===== config.mk =====
export PLATFORM = sky130hd
export DESIGN_NAME = cheshire_reg_mailbox
export DESIGN_NICKNAME = d
export VERILOG_FILES = /design/src/rtl/cheshire_reg_mailbox.sv
export SDC_FILE = /design/constraint.sdc
export NUM_CORES = 1
export LEC_CHECK = 0
export CAP_MARGIN = 20
export CORE_MARGIN = 2
export CORE_UTILIZATION = 62
export DETAILED_ROUTE_END_ITERATION = 6
export GPL_ROUTABILITY_DRIVEN = 0
export PLACE_DENSITY = 0.85
export SLEW_MARGIN = 20
export SYNTH_ARGS = -nofsm -noshare
export SYNTH_HDL_FRONTEND = slang
export SYNTH_SLANG_ARGS = --single-unit

===== constraint.sdc =====
create_clock -name clk_i -period 7.7 [get_ports clk_i]
set_input_delay 1.54 -clock clk_i [delete_from_list [all_inputs] [get_ports clk_i]]
set_output_delay 1.54 -clock clk_i [all_outputs]
set_load 0.02 [all_outputs]

===== src/rtl/cheshire_reg_mailbox.sv =====
// cheshire_reg_mailbox: regbus TX/RX word-stream mailbox (clk_i, rst_i, reg_req_i/reg_rsp_o, in_*/out_* streams, irq_o), optional IRQCFG via CHESHIRE_MBOX_IRQ_EN
package cheshire_pkg;
  typedef struct packed {
    logic [47:0] addr;
    logic        write;
    logic [31:0] wdata;
    logic [3:0]  wstrb;
    logic        valid;
  } reg_a48_d32_req_t;
  typedef struct packed {
    logic [31:0] rdata;
    logic        error;
    logic        ready;
  } reg_a48_d32_rsp_t;
endpackage

module cheshire_reg_mailbox #(
  parameter int unsigned Depth = 8,
  parameter type reg_req_t = cheshire_pkg::reg_a48_d32_req_t,
  parameter type reg_rsp_t = cheshire_pkg::reg_a48_d32_rsp_t
) (
  input  logic        clk_i,
  input  logic        rst_i,
  input  reg_req_t    reg_req_i,
  output reg_rsp_t    reg_rsp_o,
  input  logic        in_valid_i,
  output logic        in_ready_o,
  input  logic [31:0] in_data_i,
  output logic        out_valid_o,
  input  logic        out_ready_i,
  output logic [31:0] out_data_o,
  output logic        irq_o
);
  localparam int unsigned AW = $clog2(Depth);
  localparam int unsigned LW = AW + 1;
  typedef enum logic {IDLE, RESP} state_e;
  state_e state_q, state_d;
  logic [31:0] tx_mem [Depth];
  logic [31:0] rx_mem [Depth];
  logic [AW-1:0] tx_wp, tx_rp, rx_wp, rx_rp;
  logic [LW-1:0] tx_lvl, rx_lvl;
  logic tx_empty, tx_full, rx_empty, rx_full;
  logic [31:0] rdata_q, rdata_d, status, cfg_rd;
  logic err_q, err_d, push_q, push_d, pop_q, pop_d, cfg_q, cfg_d, flush_q, flush_d;
  logic commit, tx_in, tx_out, rx_in, rx_out, flush;
  logic unused_addr;
  assign unused_addr = ^reg_req_i.addr[47:12];
  assign tx_empty = tx_lvl == '0;
  assign rx_empty = rx_lvl == '0;
  assign tx_full = tx_lvl == LW'(Depth);
  assign rx_full = rx_lvl == LW'(Depth);
  assign status = {8'h0, 8'(tx_lvl), 8'(rx_lvl), 4'h0, tx_full, tx_empty, rx_full, rx_empty};
  assign commit = state_q == RESP;
  assign tx_in = commit && push_q;
  assign rx_out = commit && pop_q;
  assign flush = commit && flush_q;
  assign in_ready_o = !rx_full;
  assign out_valid_o = !tx_empty;
  assign out_data_o = tx_empty ? '0 : tx_mem[tx_rp];
  assign rx_in = in_valid_i && in_ready_o;
  assign tx_out = out_valid_o && out_ready_i;
  assign reg_rsp_o.rdata = rdata_q;
  assign reg_rsp_o.error = err_q;
  assign reg_rsp_o.ready = commit;
  always_comb begin
    state_d = commit ? IDLE : state_q;
    rdata_d = rdata_q;
    err_d = err_q;
    push_d = 1'b0;
    pop_d = 1'b0;
    cfg_d = 1'b0;
    flush_d = 1'b0;
    if (!commit && reg_req_i.valid) begin
      state_d = RESP;
      rdata_d = '0;
      err_d = 1'b0;
      case (reg_req_i.addr[11:0])
        12'h000: begin
          err_d = !reg_req_i.write || tx_full || reg_req_i.wstrb != 4'hf;
          push_d = reg_req_i.write && !tx_full && reg_req_i.wstrb == 4'hf;
        end
        12'h004: begin
          err_d = reg_req_i.write || rx_empty;
          pop_d = !reg_req_i.write && !rx_empty;
          rdata_d = (!reg_req_i.write && !rx_empty) ? rx_mem[rx_rp] : '0;
        end
        12'h008: begin
          err_d = reg_req_i.write;
          rdata_d = reg_req_i.write ? '0 : status;
        end
        12'h00c: begin
          cfg_d = reg_req_i.write;
          rdata_d = reg_req_i.write ? '0 : cfg_rd;
        end
        12'h010: flush_d = reg_req_i.write && reg_req_i.wdata[0] && reg_req_i.wstrb[0];
        default: err_d = 1'b1;
      endcase
    end
  end
  always_ff @(posedge clk_i) begin
    if (rst_i) begin
      state_q <= IDLE;
      rdata_q <= '0;
      err_q <= 1'b0;
      push_q <= 1'b0;
      pop_q <= 1'b0;
      cfg_q <= 1'b0;
      flush_q <= 1'b0;
      tx_wp <= '0;
      tx_rp <= '0;
      rx_wp <= '0;
      rx_rp <= '0;
      tx_lvl <= '0;
      rx_lvl <= '0;
    end else begin
      state_q <= state_d;
      rdata_q <= rdata_d;
      err_q <= err_d;
      push_q <= push_d;
      pop_q <= pop_d;
      cfg_q <= cfg_d;
      flush_q <= flush_d;
      if (flush) begin
        tx_wp <= '0;
        tx_rp <= '0;
        rx_wp <= '0;
        rx_rp <= '0;
        tx_lvl <= '0;
        rx_lvl <= '0;
      end else begin
        if (tx_in) begin
          tx_mem[tx_wp] <= reg_req_i.wdata;
          tx_wp <= tx_wp + 1'b1;
        end
        if (tx_out) tx_rp <= tx_rp + 1'b1;
        tx_lvl <= tx_lvl + LW'(tx_in) - LW'(tx_out);
        if (rx_in) begin
          rx_mem[rx_wp] <= in_data_i;
          rx_wp <= rx_wp + 1'b1;
        end
        if (rx_out) rx_rp <= rx_rp + 1'b1;
        rx_lvl <= rx_lvl + LW'(rx_in) - LW'(rx_out);
      end
    end
  end
`ifdef CHESHIRE_MBOX_IRQ_EN
  logic en_q, irq_q;
  logic [7:0] thr_q;
  always_ff @(posedge clk_i) begin
    if (rst_i) begin
      en_q <= 1'b0;
      thr_q <= '0;
      irq_q <= 1'b0;
    end else begin
      if (commit && cfg_q && reg_req_i.wstrb[0]) en_q <= reg_req_i.wdata[0];
      if (commit && cfg_q && reg_req_i.wstrb[1]) thr_q <= reg_req_i.wdata[15:8];
      irq_q <= en_q && 8'(rx_lvl) >= (thr_q == 8'd0 ? 8'd1 : thr_q);
    end
  end
  assign cfg_rd = {16'h0, thr_q, 7'h0, en_q};
  assign irq_o = irq_q;
`else
  logic unused_cfg;
  assign unused_cfg = cfg_q;
  assign cfg_rd = '0;
  assign irq_o = 1'b0;
`endif
endmodule


# Word level (Yosys, flattened, before mapping)
# Memory sizes are Yosys's and may differ from the RTL's. A register that Yosys moved wholly into a read port is not among the register bits.
# Index checks and enable logic that the tools add are counted.
[totals]
in_bits = 122
out_inout_bits = 69
mem_bits_rw = 512
reg_bits = 57
n_memories = 2
word_cells = 80
[memory_table]
columns = ["memory", "words", "width", "read_ports", "rd_ports_with_merged_regs", "write_ports", "line_no", "source"]
rows = [
  ["rx_mem", 8, 32, 1, 1, 1, "39", "logic [31:0] rx_mem [Depth];"],
  ["tx_mem", 8, 32, 1, 1, 1, "38", "logic [31:0] tx_mem [Depth];"],
]
[op_classes]
eq_ne = 8
bitwise = 4
mux = 18
reduce_logical = 28
add_sub_neg = 8
[ops]
columns = ["operator", "n"]
rows = [
  ["32-bit two-way mux", 2],
  ["32-bit case mux with 2 select lines", 1],
  ["12-bit by 4-bit equality test with 1-bit output (second input constant)", 2],
  ["20-bit two-way mux", 1],
  ["3-bit by 1-bit adder with 3-bit output (second input constant)", 4],
  ["12-bit by 3-bit equality test with 1-bit output (second input constant)", 1],
  ["12-bit by 5-bit equality test with 1-bit output (second input constant)", 1],
  ["4-bit equality test (second input constant)", 3],
  ["12-bit zero test", 1],
  ["3-bit two-way mux", 4],
  ["1-bit logical AND", 11],
  ["1-bit two-way mux", 9],
  ["3-bit OR reduction", 3],
  ["4-bit by 1-bit adder with 4-bit output", 2],
  ["4-bit zero test", 2],
  ["4-bit by 1-bit subtractor with 4-bit output", 2],
  ["1-bit zero test", 6],
  ["4-bit inequality test (second input constant)", 1],
  ["1-bit inverter", 4],
  ["1-bit case mux with 4 select lines", 1],
  ["2-bit OR reduction", 2],
  ["1-bit logical OR", 3],
]

# Logic depth before layout (Yosys ltp)
# Gate-level depths: netlist of run 1.
[depth]
word_depth = 7
ltp_mapped = 13
mapped_depth_nobuf = 12

# Least setup slack after synthesis of run 1
# Ideal clock, no wire load.
[synth_timing]
kind = "in2reg"
from = "input rst_i"
to = "memory tx_mem[0][0], enable pin"
t_arrival_ns = 4.478
path_stages = 4
required_time_ns = 7.239
setup_slack_ns = 2.760
setup_time_ns = 0.461
n_path_buf = 1
cell_sequence = "clkbuf_1 > a21o_1 > or3_1 > nor3_1"
[synth_via]
elab_chain_cells = 2
[synth_lines]
columns = ["element", "line_no", "source"]
rows = [
  ["start: declaration", "23", "input logic rst_i,"],
  ["1-bit two-way mux", "101", "if (rst_i) begin"],
  ["1-bit two-way mux (not written as such)", "132", "tx_mem[tx_wp] <= reg_req_i.wdata;"],
  ["end: declaration", "38", ""],
]
# No other way between the ends.

==> impl_summary.md, run 1 <==
CTS
The number of clock sinks is 575. After clock tree synthesis, the clock-pin slew on the worst setup and hold paths is 0.06 ns. The maximum buffer depth of the clock tree is 3. The number of hold buffers added after CTS was 0. The clock tree synthesis step divided the H-tree into 2 levels. Post-CTS timing repair inserted 0 buffers for setup. Clock tree synthesis inserted a total of 54 buffers. At the later pin of the worst-skew pair, clock insertion delay measures 0.58 ns.

The number of gates given a new drive strength after cts is 0. Clock tree synthesis selected as its root buffer the cell sky130_fd_sc_hd__clkbuf_16. The CTS tree is yes.

Routing
The detailed-route DRC error count is 0. Dividing the detail-routed via count by the number of cells gives 6.20. In this run, the number of DRC markers left after iteration 0 of detailed routing was around 960. The residual antenna-violating net count after detailed routing is 0. The detailed router placed 11000 vias in this run. Before antenna repair, the detailed router went through 5 iterations. After detailed routing, the average wire length per cell comes to 25.2 um. The final layout contains routed wiring with a total length of 44600 um.

Yosys
In the synthesized netlist the dominant register cell turns out to be sky130_fd_sc_hd__edfxtp_1. Each instance of the synthesized netlist takes up on average between 20 and 25 sq um. The cell area after synthesis is 21900 sq um. The number of enable flip-flop cells after synthesis is just over 500. After synthesis, the share of flip-flops with an asynchronous set or reset is 0%. Of the synthesized area, sequential elements account for 75.8%. The net count after synthesis is about 1200. The fraction of post-synthesis cell area in the top cell type by area is between 70% and 80%. The yosys synthesis warning count is 0. The number of distinct library cell variants in the gate-level netlist after synthesis is around 40. In the synthesized netlist, the number of instances is 1088. The leading area contributor after synthesis is sky130_fd_sc_hd__edfxtp_1.

In the post-synthesis netlist, the biggest area contributors are sky130_fd_sc_hd__edfxtp_1, sky130_fd_sc_hd__mux4_2, sky130_fd_sc_hd__dfxtp_1. The number of register bits inferred by synthesis is 575.

Power
The static power due to leakage is 8.19 nW. The relative contribution of the clock network to total power is 36.8%. After layout, the design draws a total of 7.47 mW. The power share of the combinational group is about 16%. Dividing total power by cell area gives a power density of a little under 300 nW/um^2. The cell internal power dissipation is 5.69 mW. In this run, flip-flops and latches consume approximately 48% of the power. Net switching is a little under a quarter of the power. The worst-case IR drop observed on VDD is 0.240 mV.

The analysis attributes to net switching a power of around 1.8 mW.

Min path
The number of instances on the worst hold path is 2. The startpoint of the worst hold path is rdata_q[31]$_SDFFE_PP0P_. The end point of the worst hold path is rdata_q[31]$_SDFFE_PP0P_. The worst min-delay path class is flip-flop to flip-flop.

Layout
Compared with the post-synthesis result, the final layout area differs by 18.2%. The utilization after layout is between 70% and 80%. The library cells used most frequently in the layout, excluding fill and tap cells, are sky130_fd_sc_hd__edfxtp_1, sky130_fd_sc_hd__clkdlybuf4s50_1, sky130_fd_sc_hd__mux4_2. The number of cells in the finished layout apart from fillers is ~1800. The post-route netlist has 20.4% of its cells at a drive strength greater than 1. The most common cell after layout, fill and taps aside is sky130_fd_sc_hd__edfxtp_1. The sequential cells in the finished layout cover a total of 16600 sq um.

The area used by multi-input combinational logic is 5070 sq um. Counting the fill cells in the layout gives approximately 1900. At the end of the flow, the number of nets in the layout was 1404.

Place
Including well taps, the total number of placed cells is 1664. The number of I/O port buffers is 153. The placed wire-length estimate is 23700 um.

Floorplan
The initialized floorplan defines 68 standard-cell rows. The number of I/O pins is 191. The floorplan step set the die height to 192 um.

The full die area is 36900 sq um. In this run the horizontal extent of the chip is roughly 190 um. The area inside the core boundary is 34700 sq um.

For this configuration, the core starts out at a cell density of 63.2%.

Global route
The met2 demand-to-capacity share in global routing is 43.4%. Global routing used 24.9% of the available tracks. The first global-routing pass estimated 67600 um of wire. For this run, global-route usage on met1 was measured as roughly a third. In the global route stage, met3 resource usage came out at 4.81%. The initial antenna violation count is 3.

The leftover overflow at the end of global routing is 0. The via count of the first global-routing pass is 11600. The global routing stage identified its most utilized layer as met2. The pin count of the biggest net entering global routing is 65.

Timing
Derived from the worst setup path, the maximum achievable clock frequency is 200 MHz. The final setup violation count is 0. Of the available clock period, the critical path in the final layout requires around 65%. At the pin with the least slew margin, the transition time is 1.03 ns.

The max-slew violation total from the final report came to 0. After layout, the minimum clock period comes to 4.99 ns. Setup repair after global routing left no endpoint under its margin. The number of hold violations in the final report is 0.

In this run the tightest slew margin relative to its limit is 31.3%. The sum of negative setup slack is 0 ns. Clock skew on the completed layout was measured at between 0.015 and 0.02 ns.

Across all hold checks on the routed design, the worst slack comes to 0.454 ns.

Setup path
The number of cells traversed by the worst register-to-register path is 5. The worst register-to-register path has a setup slack of 4.81 ns. The critical path class is flip-flop to primary output. The worst setup path is captured at a primary output. In this run the worst path has a maximum fanout of 33.

For the worst setup path, the data arrival time is 3.45 ns. The data required time at the worst endpoint is 6.16 ns. The endpoint identified for the worst register-to-register timing path is rdata_q[16]$_SDFFE_PP0P_.

The worst setup path is launched from a flip-flop.

Run
The count of max-cap constraint violations is 0.

Status
The run finished with clean final reports.
cell type report:
cell class                 count  area share, %
antenna                        3         0.0289
sequential                   575           64.2
clock inverter                23          0.931
multi-input combinational    444           19.5
timing repair buffer         177           6.60
inverter                      13          0.188
tap                          455           2.19
clock buffer                  78           6.34
synthesized netlist by cell type (all sizes together), types with 11 or more instances:
master  instances
clkbuf         30
nand2          43
mux4          128
ha             15
nor2           80
edfxtp        512
inv            13
mux2           11
dfxtp          63
nor3           16
o21ai          21
mux2i          52
buf            26
worst max-delay path by stage:
stage / startpoint / to / slack, ns
2_1_floorplan: rst_i / tx_mem[0][0]$_DFFE_PP_ / 2.76
5_1_grt: flip-flop / out_data_o[26] / 2.44
6_report: flip-flop / out_data_o[26] / 2.71
4_1_cts: flip-flop / out_data_o[26] / 2.59
3_3_place_gp: flip-flop / out_data_o[26] / 3.19
3_5_place_dp: flip-flop / out_data_o[26] / 3.16
critical path: stages (launching register included):
cell and delay, ns:
sky130_fd_sc_hd__dfxtp_4 0.78, sky130_fd_sc_hd__buf_4 0.64, sky130_fd_sc_hd__mux4_2 0.59, sky130_fd_sc_hd__mux2i_1 0.18, sky130_fd_sc_hd__nor2_1 0.09, sky130_fd_sc_hd__clkdlybuf4s50_1 0.57
registers in the layout, indices dropped and copies added, names as in the netlist, 4 cells and up, named ones only:
register,flops
rx_mem,256
tx_mem,256
rdata_q,32
rx_lvl,4
tx_lvl,4
through the flow:
stage               cell area [sq um]  setup WS (ns)
finish                          25900           2.71
global route                    25900           2.44
CTS                             25900           2.59
detailed placement              24000           3.16
global placement                24000           3.19
floorplan                       21900           2.76
metal layers:
layer | part of all wire, % | up-vias
li1 | - | 4748
met1 | 38 | 5718
met2 | 53 | 431
met3 | 6.7 | 62
met4 | 2.0 | 0
met5 | 0 | -
power by group through the flow:
stage,combinational (mW),sequential [mW],clock [mW]
floorplan,0.769,3.56,0
global placement,1.15,3.61,0
detailed placement,1.17,3.62,0
CTS,1.19,3.55,2.80
global route,1.26,3.56,2.91
finish,1.17,3.55,2.75
cell families (layout without fill, tap and decap cells):
| kind of cell | count (synthesis) | count (layout) | share of synthesized area, % |
|---|---|---|---|
| AOI/OAI and AO/OA | 50 | 50 | 1.49 |
| DFF | 575 | 575 | 75.8 |
| buffers and inverters | 69 | 291 | 1.49 |
| xor gates and xnor gates | 12 | 12 | 0.479 |
| other | 1 | 4 | 0.0171 |
| and+or+nand+nor | 173 | 173 | 3.44 |
| adders and majority gates | 17 | 17 | 1.04 |
| muxes | 191 | 191 | 16.2 |
(Power assumes the default switching activity.)
==> run 2, diff against run 1 <==
--- a/config.mk
+++ b/config.mk
@@ -7,10 +7,10 @@
 export LEC_CHECK = 0
 export CAP_MARGIN = 20
 export CORE_MARGIN = 2
-export CORE_UTILIZATION = 62
+export CORE_UTILIZATION = 52
 export DETAILED_ROUTE_END_ITERATION = 6
 export GPL_ROUTABILITY_DRIVEN = 0
-export PLACE_DENSITY = 0.85
+export PLACE_DENSITY = 0.76
 export SLEW_MARGIN = 20
 export SYNTH_ARGS = -nofsm -noshare
 export SYNTH_HDL_FRONTEND = slang
==> constraint.sdc (replaced) <==
create_clock -name clk_i -period 4.3 [get_ports clk_i]
set_input_delay 0.86 -clock clk_i [delete_from_list [all_inputs] [get_ports clk_i]]
set_output_delay 0.86 -clock clk_i [all_outputs]
set_load 0.02 [all_outputs]
==> run 2 against run 1 <==
Compared with the run above:
- critical path depth unchanged
- flip-flop and latch count unchanged
- die area increased by 19%
- global-route usage decreased by 5.0 points
- cell count increased by 4.9%
- hold slack got worse by 0.0019 ns
- register-to-register slack got worse by 3.3 ns
- via count decreased by 3.1%
- critical path type unchanged
==> impl_summary.md, run 2 (same netlist as run 1, synthesis figures left out) <==
Status
The run finished with clean final reports.

Timing
At the pin with the least slew margin, the transition time is 0.971 ns. The number of hold violations in the final report is 0. Summed over all failing endpoints, the final setup total negative slack is 0 ns. The max-slew violation total from the final report is 0. After layout, the minimum clock period comes to 3.92 ns. The worst max-slew margin expressed relative to the limit is 35.3%. The clock arrives with 0.0288 ns of skew. The top achievable clock speed is roughly 250 MHz. The part of the cycle the worst path needs is 91.3%. The final setup violation count is 0.

Setup slack closes at 0.375 ns. Setup repair after global routing left no endpoint under its margin.

Routing
The vias after detailed routing is around 11000. After the first detailed-routing iteration, the DRC count stood at 875. The pre-antenna-repair detailed-routing pass consisted of 5 iterations. The top routing layer in use is met5. After detailed routing, the met2 layer carries 22100 um of wire. The average routed wire per standard cell is ~23 um. The detailed-routed wire length on met3 is 2770 um.

The average via count per standard cell is 5.72. The detailed-route DRC error count is 0. The final wirelength is 42800 um.

The count of nets left with antenna violations once routing finished came out at 0. The detailed router put a total of 17200 um of wire on met1.

Global route
Global routing used 19.9% of the available tracks across all layers. The via count of the first global-routing pass is 11200. The pin count of the biggest net entering global routing is 65. The initial antenna violation count is 2. The first global-routing pass estimated around 65000 um of wire. The leftover overflow at the end of global routing is 0.

CTS
The number of gates given a new drive strength after cts is 0. CTS placed an instance of sky130_fd_sc_hd__clkbuf_16 at the clock tree root. The H-tree was split into 2 levels. Counting the buffers created by CTS gives 56.

The count of hold-fix buffers inserted at cts is 0. Clock-pin slew was measured on the worst setup and hold paths at 0.06 ns. At the later pin of the worst-skew pair, clock insertion delay measures 0.61 ns. In this run the post-CTS setup repair buffer count came out at 0.

The number of clock sinks is about 580. The CTS tree is yes. The maximum buffer depth of the clock tree is 3.

Floorplan
The number of I/O pins is between 150 and 200. The area inside the core boundary is 41800 sq um. For this configuration, the core starts out at a cell density of 52.6%. The width of the die is 209 um.

Row generation in the floorplan step produced 75 rows. Measured along the y axis, the die boundary spans 209 um. The full die area is ~44000 sq um.

Layout
The most common cell after layout, fill and taps aside is sky130_fd_sc_hd__edfxtp_1. The post-layout instance area is 26000 sq um. Leaving out fill and tap cells, the most frequent cells in the layout are sky130_fd_sc_hd__edfxtp_1, sky130_fd_sc_hd__clkdlybuf4s50_1, sky130_fd_sc_hd__mux4_2. The largest registers in the layout are rx_mem (256), tx_mem (256), rdata_q (32).

The net count of the finished layout is 1412. Of the cells placed in the final design, the portion with a size suffix greater than 1 is 20.2%. The growth of design area from synthesis to finish is 18.5%.

Setup path
STA classifies the critical path endpoint as a primary output. The setup check on the worst reg-to-reg path leaves a slack of 1.55 ns. Data on the critical path arrives at its endpoint at 3.06 ns. The startpoint of the most critical register-to-register path is tx_lvl[1]$_SDFF_PP0_. In this run the worst path has a maximum fanout of 23. The endpoint identified for the worst register-to-register timing path is tx_lvl[2]$_SDFF_PP0_. The startpoint class of the critical path is a flip-flop. At the worst endpoint, the required time is between 3 and 4 ns. The number of cells traversed by the worst register-to-register path is 11. The worst setup path endpoint is out_data_o[13]. By startpoint and endpoint, the worst setup path is classified as flip-flop to primary output.

Power
Dividing total power by cell area gives a power density of slightly above 500 nW/um^2. The worst supply voltage drop on vdd is 0.402 mV. The overall power is 13.2 mW. The static power due to leakage is 8.16 nW.

Place
The instance area after placement is between 20000 and 25000 sq um. The post-placement setup slack is about 0.88 ns. Buffers placed on the I/O ports in this run total 153. The placed wire-length estimate is 23600 um.

Min path
The worst min-delay path class is flip-flop to flip-flop. The worst hold path begins at rdata_q[31]$_SDFFE_PP0P_.

Run
The count of max-cap constraint violations is 0.
[run 2: layout make-up]
type / count / area, sq um
flip-flops and latches: 575 / 16700
fillers: 2856 / 15700
multi-input cells: 444 / 5060
repair buffers: 183 / 1810
clock buffers: 74 / 1520
well taps: 539 / 674
clock inverters: 26 / 244
inverters: 13 / 48.8
diodes: 1 / 2.50
[run 2: routing by layer]
metal | vias to the layer above | global-route usage (%)
met1 | 5519 | 25.3
met5 | - | 0
met2 | 283 | 34.6
li1 | 4749 | -
met4 | 2 | 6.16
met3 | 62 | 4.31
[run 2: report_power, final]
group	total [mW]	internal (mW)	switching (mW)
clock network	4.69	2.72	1.97
logic	2.17	1.07	1.10
registers	6.33	6.21	0.125
[run 2: worst min-delay path by stage]
stage | endpoint | slack, ns | cells after the start
finish | rdata_q[31]$_SDFFE_PP0P_ | 0.45 | 2
global route | rdata_q[31]$_SDFFE_PP0P_ | 0.49 | 2
detailed placement | rdata_q[31]$_SDFFE_PP0P_ | 0.45 | 2
floorplan | flip-flop | 0.45 | 2
global placement | rdata_q[20]$_SDFFE_PP0P_ | 0.44 | 2
CTS | rdata_q[31]$_SDFFE_PP0P_ | 0.46 | 2
[run 2: stage by stage]
step                hold slack, ns  utilization [%]  std cells
global placement             0.439             58.1       1754
floorplan                    0.454                -       1088
CTS                          0.463             62.3       1854
detailed placement           0.450             58.1       1754
global route                 0.489             62.3       1854
finish                       0.452             62.3       1855
[run 2: critical path, stage by stage, from the launching register on]
cell,delay (ns)
sky130_fd_sc_hd__dfxtp_4,0.67
sky130_fd_sc_hd__buf_4,0.45
sky130_fd_sc_hd__mux4_2,0.57
sky130_fd_sc_hd__mux2i_1,0.17
sky130_fd_sc_hd__nor2_1,0.07
sky130_fd_sc_hd__clkdlybuf4s50_1,0.53
